===== src/rtl/factorial_arbiter.sv =====
// factorial_arbiter
// Round-robin arbiter that shares one factorial engine among NREQ requesters.
// One request is outstanding at a time: accept, issue to engine, collect the
// result, return it to the granted requester, then re-arbitrate.
// Optional feature macro: FACT_ARB_RANGE_CHECK_EN. When it is defined, operands
// above MAX_X are answered with resp_err=1 and never reach the engine.

module factorial_arbiter #(
    parameter int WIDTH = 32,
    parameter int NREQ  = 4,
    parameter int MAX_X = 12
) (
    input  logic                      clock,
    input  logic                      reset,
    input  logic [NREQ-1:0]           req_valid,
    output logic [NREQ-1:0]           req_ready,
    input  logic [NREQ*WIDTH-1:0]     req_x,
    output logic [NREQ-1:0]           resp_valid,
    input  logic [NREQ-1:0]           resp_ready,
    output logic [WIDTH-1:0]          resp_data,
    output logic                      resp_err,
    output logic                      eng_input_valid,
    input  logic                      eng_input_ready,
    output logic [WIDTH-1:0]          eng_x,
    input  logic                      eng_output_valid,
    output logic                      eng_output_ready,
    input  logic [WIDTH-1:0]          eng_factorial,
    output logic                      busy,
    output logic [$clog2(NREQ)-1:0]   grant_id
);

    // state | meaning
    // IDLE  | arbitrating; the winner is accepted combinationally this cycle
    // ISSUE | operand offered to the engine, waiting for eng_input_ready
    // WAIT  | engine computing, waiting for the output handshake
    // CAPT  | engine result is on eng_factorial this cycle, latch it
    // RESP  | response held to the granted requester until resp_ready[g]

    localparam int IDW = $clog2(NREQ);

`ifdef FACT_ARB_RANGE_CHECK_EN
    localparam bit RANGE_EN = 1'b1;
`else
    localparam bit RANGE_EN = 1'b0;
`endif

    typedef enum logic [2:0] {
        S_IDLE  = 3'd0,
        S_ISSUE = 3'd1,
        S_WAIT  = 3'd2,
        S_CAPT  = 3'd3,
        S_RESP  = 3'd4
    } state_t;

    state_t           state_q, state_d;
    logic [IDW-1:0]   ptr_q;
    logic [IDW-1:0]   grant_id_q;
    logic [WIDTH-1:0] operand_q;
    logic [WIDTH-1:0] resp_data_q;
    logic             resp_err_q;
    logic [NREQ-1:0]  resp_valid_q;
    logic             eng_in_vld_q;
    logic             eng_out_rdy_q;
    logic             busy_q;

    logic [WIDTH-1:0] req_x_a [NREQ];
    logic             arb_found;
    logic [IDW-1:0]   arb_idx;
    logic [IDW:0]     cand;
    logic [NREQ-1:0]  arb_oh;
    logic             over_max;
    logic             out_of_range;

    for (genvar i = 0; i < NREQ; i++) begin : g_unpack
        assign req_x_a[i] = req_x[i*WIDTH +: WIDTH];
    end

    // Round-robin scan of req_valid starting at ptr_q, wrapping upward.
    always_comb begin
        arb_found = 1'b0;
        arb_idx   = '0;
        cand      = '0;
        for (int k = 0; k < NREQ; k++) begin
            cand = {1'b0, ptr_q} + (IDW+1)'(k);
            if (cand >= (IDW+1)'(NREQ)) begin
                cand = cand - (IDW+1)'(NREQ);
            end
            if (!arb_found && req_valid[cand[IDW-1:0]]) begin
                arb_found = 1'b1;
                arb_idx   = cand[IDW-1:0];
            end
        end
    end

    assign arb_oh       = NREQ'(1) << arb_idx;
    assign over_max     = req_x_a[arb_idx] > WIDTH'(MAX_X);
    assign out_of_range = RANGE_EN && over_max;

    // The accept must land in the same cycle as the scan, so req_ready is combinational.
    assign req_ready = (state_q == S_IDLE && arb_found) ? arb_oh : '0;

    // Next-state selection.
    always_comb begin
        state_d = state_q;
        case (state_q)
            S_IDLE:  if (arb_found) state_d = out_of_range ? S_RESP : S_ISSUE;
            S_ISSUE: if (eng_input_ready) state_d = S_WAIT;
            S_WAIT:  if (eng_output_valid) state_d = S_CAPT;
            S_CAPT:  state_d = S_RESP;
            S_RESP:  if (resp_ready[grant_id_q]) state_d = S_IDLE;
            default: state_d = S_IDLE;
        endcase
    end

    // State register plus registered outputs, updated on the transitions that change them.
    always_ff @(posedge clock) begin
        if (reset) begin
            state_q       <= S_IDLE;
            ptr_q         <= '0;
            grant_id_q    <= '0;
            operand_q     <= '0;
            resp_data_q   <= '0;
            resp_err_q    <= 1'b0;
            resp_valid_q  <= '0;
            eng_in_vld_q  <= 1'b0;
            eng_out_rdy_q <= 1'b0;
            busy_q        <= 1'b0;
        end else begin
            state_q <= state_d;
            case (state_q)
                S_IDLE: begin
                    if (arb_found) begin
                        grant_id_q <= arb_idx;
                        busy_q     <= 1'b1;
                        if (out_of_range) begin
                            // Rejected operands go straight to RESP; the engine is untouched.
                            resp_data_q  <= '0;
                            resp_err_q   <= 1'b1;
                            resp_valid_q <= arb_oh;
                        end else begin
                            operand_q    <= req_x_a[arb_idx];
                            eng_in_vld_q <= 1'b1;
                        end
                    end
                end
                S_ISSUE: begin
                    if (eng_input_ready) begin
                        eng_in_vld_q  <= 1'b0;
                        eng_out_rdy_q <= 1'b1;
                    end
                end
                S_WAIT: begin
                    if (eng_output_valid) begin
                        eng_out_rdy_q <= 1'b0;
                    end
                end
                S_CAPT: begin
                    // The engine presents its result one cycle after the output handshake.
                    resp_data_q  <= eng_factorial;
                    resp_err_q   <= 1'b0;
                    resp_valid_q <= NREQ'(1) << grant_id_q;
                end
                S_RESP: begin
                    if (resp_ready[grant_id_q]) begin
                        resp_valid_q <= '0;
                        busy_q       <= 1'b0;
                        ptr_q        <= (grant_id_q == IDW'(NREQ-1)) ? '0 : grant_id_q + IDW'(1);
                    end
                end
                default: ;
            endcase
        end
    end

    assign resp_valid       = resp_valid_q;
    assign resp_data        = resp_data_q;
    assign resp_err         = resp_err_q;
    assign eng_input_valid  = eng_in_vld_q;
    assign eng_x            = operand_q;
    assign eng_output_ready = eng_out_rdy_q;
    assign busy             = busy_q;
    assign grant_id         = grant_id_q;

endmodule


===== config.mk =====
export PLATFORM = sky130hd
export DESIGN_NAME = factorial_arbiter
export DESIGN_NICKNAME = d
export VERILOG_FILES = /design/src/rtl/factorial_arbiter.sv
export SDC_FILE = /design/constraint.sdc
export NUM_CORES = 1
export LEC_CHECK = 0
export ABC_AREA = 1
export CORE_UTILIZATION = 41
export DETAILED_ROUTE_END_ITERATION = 6
export MAX_ROUTING_LAYER = met4
export PLACE_DENSITY = 0.78
export SYNTH_ARGS = -nofsm -noshare
export SYNTH_HDL_FRONTEND = slang
export SYNTH_SLANG_ARGS = --single-unit

===== constraint.sdc =====
create_clock -name clock -period 3.2 [get_ports clock]
set_input_delay 0.96 -clock clock [delete_from_list [all_inputs] [get_ports clock]]
set_output_delay 0.96 -clock clock [all_outputs]
set_load 0.03 [all_outputs]

**Yosys cells after proc, flatten, opt, wreduce, memory -nomap -nowiden**

Cells that the tools add are included.

- Register bits after elaboration: 78
- Bits of input ports: 172
- Output and inout bits: 78
- Logic and storage cells: 100

- Add/sub/neg operators: 8
- Order comparisons: 10
- Equality and inequality tests: 9
- Shift operators: 2
- Mux-type cells: 42
- Bitwise operators: 1
- Reduce and logical (&&, ||, !) cells: 19

Operator list:

| operator | number |
|---|---|
| 32-bit binary-select mux with 2-bit select | 1 |
| 32-bit 2-to-1 mux | 2 |
| 2-bit 2-to-1 mux | 9 |
| 2-bit by 3-bit < comparator with 1-bit output, second input constant | 5 |
| 3-bit case mux with 5 select lines | 1 |
| 1-bit 2-to-1 mux | 14 |
| 3-bit greater-or-equal comparator, second input constant | 4 |
| 3-bit 2-to-1 mux | 4 |
| 1-bit binary-select mux with 2-bit select | 5 |
| 3-bit AND reduction | 3 |
| 4-bit 2-to-1 mux | 2 |
| 2-bit != test, second input constant | 4 |
| 4-bit case mux with 2 select lines | 1 |
| 2-bit nonzero test | 4 |
| 1-bit by 2-bit left shift with 4-bit output, first input constant | 2 |
| 2-bit by 1-bit subtractor with 2-bit output, second input constant | 4 |
| 2-bit by 2-bit adder with 3-bit output, second input constant | 2 |
| 3-bit by 2-bit equality test with 1-bit output, second input constant | 2 |
| 1-bit case mux with 2 select lines | 3 |
| 2-bit AND reduction | 3 |
| 1-bit logical AND | 4 |
| 4-bit AND reduction | 1 |
| 2-bit by 1-bit adder with 3-bit output, second input constant | 1 |
| 3-bit by 1-bit equality test with 1-bit output, second input constant | 1 |
| other kinds (7) | 9 |

**Logic depth before layout (Yosys ltp)**

- Word-level depth: 18
- Gate-level depth with buffers: 17
- Gate-level depth less buffers: 15

**Worst setup path before layout**

No wires, ideal clock.

- Path type: input-to-output
- Start: in req_valid[3]
- End: out req_ready[1]
- Arrival: 2.573 ns
- Required time: 2.240 ns
- Setup slack: -0.333 ns
- Cell stages on the path: 11
- Path buffers: 2
- Path through: inv_1 > nand2_2 > nand3_1 > nand2_2 > nor2_4 > nand3_1 > nand2_1 > nand2_1 > buf_6 > buf_6 > nor3_1

- Cells in the longest elaborated chain, start to end: 14

Ends and longest elaborated chain:

| item | line | text |
|---|---|---|
| from (decl) | 15 | `input logic [NREQ-1:0] req_valid,` |
| 1-bit binary-select mux with 2-bit select | 88 | `if (!arb_found && req_valid[cand[IDW-1:0]]) begin` |
| 1-bit 2-to-1 mux (not written as such) | 88 |  |
| 1-bit 2-to-1 mux | 88 |  |
| 1-bit zero test | 88 |  |
| 1-bit logical AND | 88 |  |
| 1-bit 2-to-1 mux | 88 |  |
| 1-bit zero test | 88 |  |
| 1-bit logical AND | 88 |  |
| 1-bit 2-to-1 mux | 88 |  |
| 1-bit zero test | 88 |  |
| 1-bit logical AND | 88 |  |
| 2-bit 2-to-1 mux or 1-bit 2-to-1 mux (tied branches) | 88 |  |
| 1-bit by 2-bit left shift with 4-bit output or 1-bit logical AND (tied branches) | 95, 100 |  |
| 4-bit 2-to-1 mux * | 100 | `assign req_ready = (state_q == S_IDLE && arb_found) ? arb_oh : '0;` |
| to (decl) | 16 | `output logic [NREQ-1:0] req_ready,` |

Mark *: on every way between the ends. The rest lies on a longest branch, timed or not. The select of a mux whose other input is x is not followed.

**Final worst setup path**

- Start: in req_valid[2]
- End: out req_ready[1]

The elaborated chain is that of the path after synthesis.

==> flow_summary.json <==
{
  "status": "complete, but fails checks",
  "failed_checks": "DRC",
  "areaGrowthSynthToFinish_pct": 63.6,
  "drive_gt1_share_pct": 10.5,
  "viasPerCell": 4.74,
  "crit_type": "in -> out",
  "grt_pass1_vias": 5305,
  "place.gp.congestion": 0.869,
  "synth_xor_area_share_pct": 0,
  "synthArstFlopShare_pct": 0,
  "dr.pass1.iters": 7,
  "synth_top_family_by_area": "simple AND/OR/NAND/NOR gates",
  "holdWs_ns": 0.475,
  "drc": 12,
  "placed_cell_area_mm2": 0.00750,
  "hold_violations": 0,
  "ir_drop_uv": 518,
  "synth_cell_type_count": 25,
  "antenna_left": 0,
  "clock_skew_ns": 0.00755,
  "synth_cells": 843,
  "multi_input_area_mm2": 0.00258,
  "grt_overflow": 0,
  "finalMaxSlewViolations": 0,
  "synth_top_flop_cell": "dfxtp_1",
  "portBuffers": 248,
  "dieArea_mm2": 0.0124,
  "num_antenna_cells": 0,
  "startpoint_type": "input port",
  "cts_sinks": 78,
  "grt_pass1_wl_um": 25400,
  "synth_fa_ha_area_share_pct": 1.02,
  "cts_tree": "built",
  "cts_max_level": 3,
  "seq_area_mm2": 0.00156,
  "fmax_mhz": 317,
  "synth_edf_count": 0,
  "final.fill_count": 1002,
  "synth_seq_cells": 78,
  "antenna_found_initial": 0,
  "yosys.area_share.simple_pct": 42.5,
  "cts.clk_slew.worst_paths_ns": 0.06,
  "yosysWarnings": 0,
  "finalCritPeriodShare_pct": 98.7,
  "holdBufCountCts": 0,
  "start_util_pct": 42.5,
  "wl_um": 15600,
  "muxShareOfSynthArea_pct": 0,
  "layout.cells.non_filler": 1228,
  "numCtsBuffers": 9,
  "cap_violations": 0,
  "pwr_density_cell_mw_per_mm2": 685,
  "place_inst": 1205,
  "end_kind": "primary output",
  "fin_area_mm2": 0.00805,
  "row_count": 39,
  "place_hpwl_um": 11200,
  "ys_seq_area_share_pct": 31.7,
  "worstPathRequired_ns": 2.24,
  "core_mm2": 0.0116,
  "setup_viol": 0,
  "grt_max_degree": 65,
  "die_h_um": 112,
  "die_x_um": 112,
  "nets": 1256,
  "clockBufferDepth": 2,
  "num_vias": 5820,
  "period_minus_slack_ns": 3.16,
  "cts_root_buf": "clkbuf_16",
  "p_leak_nw": 4.01,
  "grtUsageTotal_pct": 26.0,
  "clk_latency_ns": 0.33,
  "path_max_fanout": 4,
  "io_pins": 250,
  "rsz0062_at_grt": "yes",
  "syn_area_mm2": 0.00492,
  "synth_area_per_cell_um2": 5.83,
  "slew_headroom_pct": 34.5,
  "hold_path.class": "reg -> reg",
  "drt_iter0_drc": 353,
  "arrival_ns": 2.20,
  "synth_compound_area_share_pct": 5.34,
  "tightest_slew_ns": 0.977,
  "wl_per_cell_um": 12.7,
  "syn_nets": 1019
}
==> routing by layer <==
metal	routed length [um]	vias up	global-route usage, %
met5	0	-	-
met1	6430	2554	30.6
li1	-	3019	-
met2	7520	216	42.7
met3	1240	31	7.29
met4	367	0	8.83
==> critical path, stage by stage <==
cell and delay [ns]:
buf_6 0.09, inv_2 0.07, nand2_4 0.07, nand3_4 0.08
nand2_4 0.07, nor2_4 0.13, nand3_2 0.09, nand2_2 0.09
nand2_4 0.08, buf_6 0.13, nor3_4 0.18, buf_6 0.16
==> cells by family after synthesis <==
group,count (synthesis)
and+or+nand+nor,480
buffers and inverters,228
AOI/OAI and AO/OA,52
adders and majority gates,4
DFF,78
other,1
==> synth_stat cells, types with 2 or more instances <==
library cell  instances  area [um^2]
dfxtp_1              78         1560
nor3_1                4         20.0
nor2_4                2         22.5
buf_2                24          120
clkbuf_1             14         52.6
nor2_1              131          492
nand2_1             150          563
buf_6                 4         45.0
buf_4                 9         67.6
o21ai_1               2         10.0
or2_2                 2         12.5
nand2_2               5         31.3
nand3_1             175          876
o21ai_0              35          175
ha_1                  4         50.1
nor2_2                8         50.1
a21oi_1              14         70.1
inv_1               170          638
inv_2                 6         22.5
==> placed cells by master, fill, tap and decap left out, types with 2 or more instances in the layout <==
cell type and n:
clkdlybuf4s50_1 239, nand3_1 172, inv_1 164, nand2_1 131
nor2_1 127, dfxtp_1 77, o21ai_0 35, buf_4 25
nand2_2 17, a21oi_1 14, clkbuf_16 9, nand2_4 8
inv_2 7, nor2_4 7, nor2_2 7, buf_6 7
inv_6 5, ha_1 4, buf_8 3, inv_4 2
nand3_4 2, nor3_1 2, nor3_4 2, or2_2 2
clkinv_4 2, clkbuf_8 2, buf_12 2
==> what timing repair did <==
item                       4_1_cts  5_1_grt
resized for setup               39       39
setup buffers                    3        4
pin swaps                       19       23
setup endpoints to repair        4        4
==> state kept, by name, summed over array words and instances, names as in the netlist <==
signal,cells
busy,1
eng_input_valid,1
eng_output_ready,1
eng_x,32
grant_id,2
ptr_q,2
resp_data,32
resp_valid,4
state_q,3
==> path summary, 6_finish.rpt <==
| kind | start | endpoint | slack, ns | depth (start not counted) |
|---|---|---|---|---|
| setup / recovery | req_valid[2] | req_ready[1] | 0.04 | 12 |
| hold / removal | eng_input_valid | eng_input_valid | 0.48 | 2 |
| setup reg to reg | ptr_q[0] | eng_x[21] | 0.81 | 15 |
| hold reg to reg | eng_input_valid | eng_input_valid | 0.48 | 2 |
==> where the power goes <==
group	switching, mW	internal [mW]
Sequential	0.177	1.27
Combinational	1.79	1.29
Clock	0.417	0.574
Total	2.38	3.13
==> final cells by class <==
type | instances | area share (%)
clock buffer | 11 | 3.14
clock inverter | 5 | 0.497
inverter | 177 | 8.50
multi-input combinational | 537 | 32.1
sequential | 78 | 19.4
tap | 143 | 2.22
timing repair buffer | 277 | 34.2
==> stage by stage <==
| stage | util, % | setup WS [ns] | TNS [ns] | power, mW |
|---|---|---|---|---|
| 4_1_cts | 68.1 | 0.00154 | 0 | 5.49 |
| 3_3_place_gp | 64.9 | -0.389 | -1.46 | 4.41 |
| 5_1_grt | 69.6 | -0.0462 | -0.0704 | 5.89 |
| 3_5_place_dp | 64.9 | -0.441 | -1.61 | 4.44 |
| 6_report | 69.6 | 0.0426 | 0 | 5.51 |
| 2_1_floorplan | - | -0.0845 | -0.169 | 3.31 |
Note: power is estimated with default switching activity, not from simulation.
